==> src/rtl/rom_burst_reader_pkg.sv <==
// Shared types and default widths for the ROM burst reader.
package rom_burst_reader_pkg;

    localparam int unsigned RBR_ADDR_W = 4;
    localparam int unsigned RBR_DATA_W = 16;
    localparam int unsigned RBR_LEN_W  = RBR_ADDR_W + 1;

    typedef enum logic [1:0] {
        ST_IDLE = 2'd0,
        ST_LOAD = 2'd1,
        ST_SEND = 2'd2,
        ST_DONE = 2'd3
    } rbr_state_t;

endpackage

==> src/rtl/rom_burst_reader.sv <==
// Walks a burst of consecutive ROM addresses and streams each word over valid/ready,
// keeping a running checksum and pulsing done once the final word is accepted.
module rom_burst_reader
    import rom_burst_reader_pkg::*;
#(
    parameter int unsigned ADDR_W = RBR_ADDR_W,
    parameter int unsigned DATA_W = RBR_DATA_W,
    parameter int unsigned LEN_W  = ADDR_W + 1
) (
    input  logic              clk,
    input  logic              rst_n,
    input  logic              start,
    input  logic [ADDR_W-1:0] start_addr,
    input  logic [LEN_W-1:0]  burst_len,
    output logic              busy,
    output logic [ADDR_W-1:0] rom_addr,
    input  logic [DATA_W-1:0] rom_data,
    output logic [DATA_W-1:0] out_data,
    output logic              out_valid,
    input  logic              out_ready,
    output logic              out_last,
    output logic              done,
    output logic [DATA_W-1:0] checksum
);

    rbr_state_t        state_q, state_d;
    logic [LEN_W-1:0]  cnt_q, cnt_d;
    logic [ADDR_W-1:0] addr_d;
    logic [DATA_W-1:0] data_d, sum_d;
    logic              valid_d, last_d, busy_d, done_d;
    logic              fetch_c;

    // Next-state and next-value logic for every register.
    always_comb begin
        state_d = state_q;
        cnt_d   = cnt_q;
        addr_d  = rom_addr;
        data_d  = out_data;
        valid_d = out_valid;
        last_d  = out_last;
        sum_d   = checksum;
        fetch_c = 1'b0;

        case (state_q)
            ST_IDLE: begin
                if (start) begin
                    sum_d = '0;
                    if (burst_len != '0) begin
                        addr_d  = start_addr;
                        cnt_d   = burst_len;
                        state_d = ST_LOAD;
                    end else begin
                        state_d = ST_DONE;
                    end
                end
            end
            ST_LOAD: begin
                fetch_c = 1'b1;
                state_d = ST_SEND;
            end
            ST_SEND: begin
                if (out_valid && out_ready) begin
                    if (out_last) begin
                        valid_d = 1'b0;
                        last_d  = 1'b0;
                        state_d = ST_DONE;
                    end else begin
                        fetch_c = 1'b1;
                    end
                end
            end
            ST_DONE: begin
                state_d = ST_IDLE;
            end
            default: begin
                state_d = ST_IDLE;
            end
        endcase

        // A fetch captures the current ROM word and advances to the next address.
        if (fetch_c) begin
            data_d  = rom_data;
            valid_d = 1'b1;
            last_d  = (cnt_q == LEN_W'(1));
            sum_d   = checksum + rom_data;
            addr_d  = rom_addr + ADDR_W'(1);
            cnt_d   = cnt_q - LEN_W'(1);
        end

        busy_d = (state_d != ST_IDLE);
        done_d = (state_d == ST_DONE);
    end

    always_ff @(posedge clk or negedge rst_n) begin
        if (!rst_n) begin
            state_q   <= ST_IDLE;
            cnt_q     <= '0;
            rom_addr  <= '0;
            out_data  <= '0;
            out_valid <= 1'b0;
            out_last  <= 1'b0;
            checksum  <= '0;
            busy      <= 1'b0;
            done      <= 1'b0;
        end else begin
            state_q   <= state_d;
            cnt_q     <= cnt_d;
            rom_addr  <= addr_d;
            out_data  <= data_d;
            out_valid <= valid_d;
            out_last  <= last_d;
            checksum  <= sum_d;
            busy      <= busy_d;
            done      <= done_d;
        end
    end

endmodule
==> config.mk <==
export PLATFORM = sky130hd
export DESIGN_NAME = rom_burst_reader
export DESIGN_NICKNAME = d
export VERILOG_FILES = /design/src/rtl/rom_burst_reader_pkg.sv /design/src/rtl/rom_burst_reader.sv
export SDC_FILE = /design/constraint.sdc
export NUM_CORES = 1
export LEC_CHECK = 0
export BUFFER_PORTS_ARGS = -buffer_cell sky130_fd_sc_hd__clkbuf_2
export CELL_PAD_IN_SITES_DETAIL_PLACEMENT = 1
export CELL_PAD_IN_SITES_GLOBAL_PLACEMENT = 1
export CORE_MARGIN = 1
export CORE_UTILIZATION = 40
export DETAILED_ROUTE_END_ITERATION = 16
export PLACE_DENSITY = 0.85
export SYNTH_ARGS = -nofsm -noshare
export SYNTH_HDL_FRONTEND = slang
export SYNTH_SLANG_ARGS = --single-unit
==> constraint.sdc <==
create_clock -name clk -period 2.25 [get_ports clk]
set_input_delay 0.3375 -clock clk [delete_from_list [all_inputs] [get_ports clk]]
set_output_delay 0.3375 -clock clk [all_outputs]
set_load 0.01 [all_outputs]
==> metrics.md <==
| Metric | Value |
|---|---|
| Placer congestion estimate | `0.8508` |
| Clk slew on worst S/H paths | `0.09 ns` |
| DRC viols | `0` |
| Met3 WL | `276 µm` |
| Final setup fails | `0` |
| Syn Area/Cell | `8.858 µm²` |
| Synth cell types | `52` |
| Seq/Total Area, Yosys | `0.4229` |
| Clock latency on the worst-skew pair | `0.30 ns` |
| Clock Tree Buf Depth | `2` |
| CTS tree | `done` |
| Antenna Violating Nets Remaining | `0` |
| Cell taking the most area after synthesis | `dfrtp_1` |
| Initial Utilization | `0.4117` |
| Critical path peak fanout | `5` |
| Peak supply drop | `0.5195 mV` |
| Syn nets | `365` |
| Port-buffer cells | `68` |
| P_leak | `1.722 nW` |
| Ports | `69` |
| Final Instance Area | `3490 µm²` |
| Filler cell count | `819` |
| CP Class | `register to register` |
| Final clock skew | `0.008529 ns` |
| Vias | `2615` |
| Ys Warns | `0` |
| Fin util | `0.5165` |
| Fin. Hold Viols | `0` |
| Syn Std Cell Area | `2781 µm²` |
| Commonest non-fill, non-tap cells in the layout | `clkbuf_2, nand2_1, dfrtp_1, nand3_1, o21ai_0` |
| Setup crit start kind | `register` |
| Placed cell areas | `3269 µm²` |
| Number of flops mapped to enable cells by yosys | `0` |
| Worst path arrival time | `2.36 ns` |
| DR pass1 iterations | `6` |
| Asr flop ratio synth | `1.000` |
| Die height | `85.39 µm` |
| Fin. max-slew vios | `0` |
| Max Fclk | `0.4556 GHz` |
| Met1 WL | `3.450 mm` |
| CP max stage delay | `0.38 ns` |
| Core area | `6756 µm²` |
| CTS Hold Bufs | `0` |
| Row count | `30` |
| Critical-path top delay cell | `dfrtp_1` |
| Leading post-synthesis cells by cell area | `dfrtp_1, ha_1, nand2_1, nand3_1, o21ai_0` |
| Share of cells above drive strength 1 | `0.2897` |
| Inserted Diodes | `0` |
| Highest Signal Layer | `met4` |
| Final HPWL DP | `5.646 mm` |
| First-pass GRT wire length | `12.86 mm` |
| H-tree levels | `2` |
| Yosys reg bits | `47` |
| Grt ovf | `0` |
| Root Driver | `clkbuf_8` |
| Global-route usage over all layers | `0.2195` |
| Critical path cell sequence | `ha_2 -> inv_1 -> fa_2 -> nand2b_4 -> a21oi_2 -> o21ai_2 -> a211oi_2 -> or2_4 -> o211ai_1` |
| CP Capture Type | `register` |
| PwrDens | `1338 nW/µm²` |
| Largest net degree at the start of global routing | `26` |
| Required time of the critical path | `2.42 ns` |
| Critical path buffers and inverters | `1` |
| Vias in the first global route | `2612` |
| Post-layout nets | `440` |
| DR vias/cell | `5.564` |
| WL final | `7.846 mm` |
| Most common cell after layout, fill and taps aside | `clkbuf_2` |
| Initial antenna violation count | `0` |
| Worst Hold Class | `primary input to asynchronous set/reset pin` |
| Routed wire per std cell | `16.69 µm` |
| Slew margin rel. | `0.5769` |
| Period utilization | `0.9756` |
| Top_reg_cell synth | `dfrtp_1` |
| Outcome | `completed` |
| Area fraction of the dominant cell type after synthesis | `0.4229` |
| Full die area | `7291 µm²` |
| Cells after Synth | `314` |
| MaxCap Viol Count | `0` |
| Initial drt markers | `53` |
| DIE WIDTH | `85.39 µm` |
| Total CTS buffers | `5` |
| DR WL met2 | `4.005 mm` |
| Minimum clock period | `2.195 ns` |
| Number of clock sinks | `47` |
| Layout area overhead | `25.46%` |
| Worst path top cell family by delay | `compound AO/OA/AOI/OAI gates` |
| Worst-Margin Slew | `0.6346 ns` |
[metal layers]
metal / GRT usage / vias to the layer above
li1: - / 1252
met1: 0.2897 / 1296
met2: 0.3820 / 55
met3: 0.03502 / 12
met4: 0.04545 / 0
met5: 0 / -
[power breakdown]
part | internal [mW] | switching (mW)
sequential | 1.20 | 0.264
clock | 0.360 | 0.300
combinational | 1.02 | 1.52
total | 2.59 | 2.08
[registers in the layout (all words and copies together), names as in the netlist]
register and flops:
busy 1, out_last 1, out_data 16, cnt_q 5
checksum 16, done 1, rom_addr 4, out_valid 1
state_q 2
[layout make-up]
cell class	count	area [µm²]	area share
inverter	18	67.56	0.01936
sequential	47	1176	0.3370
tap	80	100.1	0.02868
clock buffer	6	82.58	0.02366
timing repair buffer	78	427.9	0.1226
multi-input combinational	239	1600	0.4586
clock inverter	2	35.03	0.01004
[logic make-up after synthesis]
group,count (synthesis),synth area share
buffers and inverters,28,0.04003
flip-flops,47,0.4229
multiplexers,4,0.01484
XOR/XNOR,8,0.02519
adder cells (fa/ha/maj),22,0.1017
AND/OR/NAND/NOR,129,0.2096
AO/OA/AOI/OAI,76,0.1858
[through the flow]
step / hold WS [ns] / setup slack (ns) / TNS [ns] / cells / total power [mW]
2_1_floorplan: 0.04191 / 0.1835 / 0 / 314 / 3.039
3_3_place_gp: 0.3871 / 0.03120 / 0 / 461 / 3.792
3_5_place_dp: 0.3920 / -0.09149 / -0.2466 / 461 / 3.905
4_1_cts: 0.06789 / 0.007361 / 0 / 469 / 4.600
5_1_grt: 0.08449 / -0.01619 / -0.01619 / 470 / 5.085
6_report: 0.03738 / 0.05493 / 0 / 470 / 4.668
[synthesized netlist by cell type, types with 4 or more instances]
| cell type | instances |
|---|---|
| buf_2 | 5 |
| nand2b_1 | 4 |
| clkbuf_1 | 5 |
| nor3_1 | 4 |
| nand2_1 | 64 |
| nand3_1 | 25 |
| o21ai_0 | 24 |
| a21oi_1 | 15 |
| inv_1 | 18 |
| o211ai_1 | 5 |
| dfrtp_1 | 47 |
| xor2_1 | 5 |
| a31oi_1 | 4 |
| ha_1 | 21 |
| nor2_1 | 18 |
[repair_timing]
| action | 4_1_cts | 5_1_grt |
|---|---|---|
| hold endpoints to repair | 0 | 0 |
| gates resized for setup | 4 | 13 |
| pin swaps | 2 | 2 |
| buffers inserted | 0 | 1 |
| endpoints found under the setup margin | 3 | 5 |
[path summary, 6_finish.rpt]
path / depth (start not counted) / slack [ns] / start / to
setup / recovery: 9 / 0.05 / checksum[0] / checksum[10]
hold / removal: 1 / 0.04 / rst_n / cnt_q[0]
setup reg to reg: 9 / 0.05 / checksum[0] / checksum[10]
hold reg to reg: 2 / 0.48 / out_data[0] / out_data[0]
max in group asynchronous: 2 / 1.65 / rst_n / checksum[7]
min in group clk: 3 / 0.24 / rom_data[14] / out_data[14]
(Power assumes the default switching activity.)
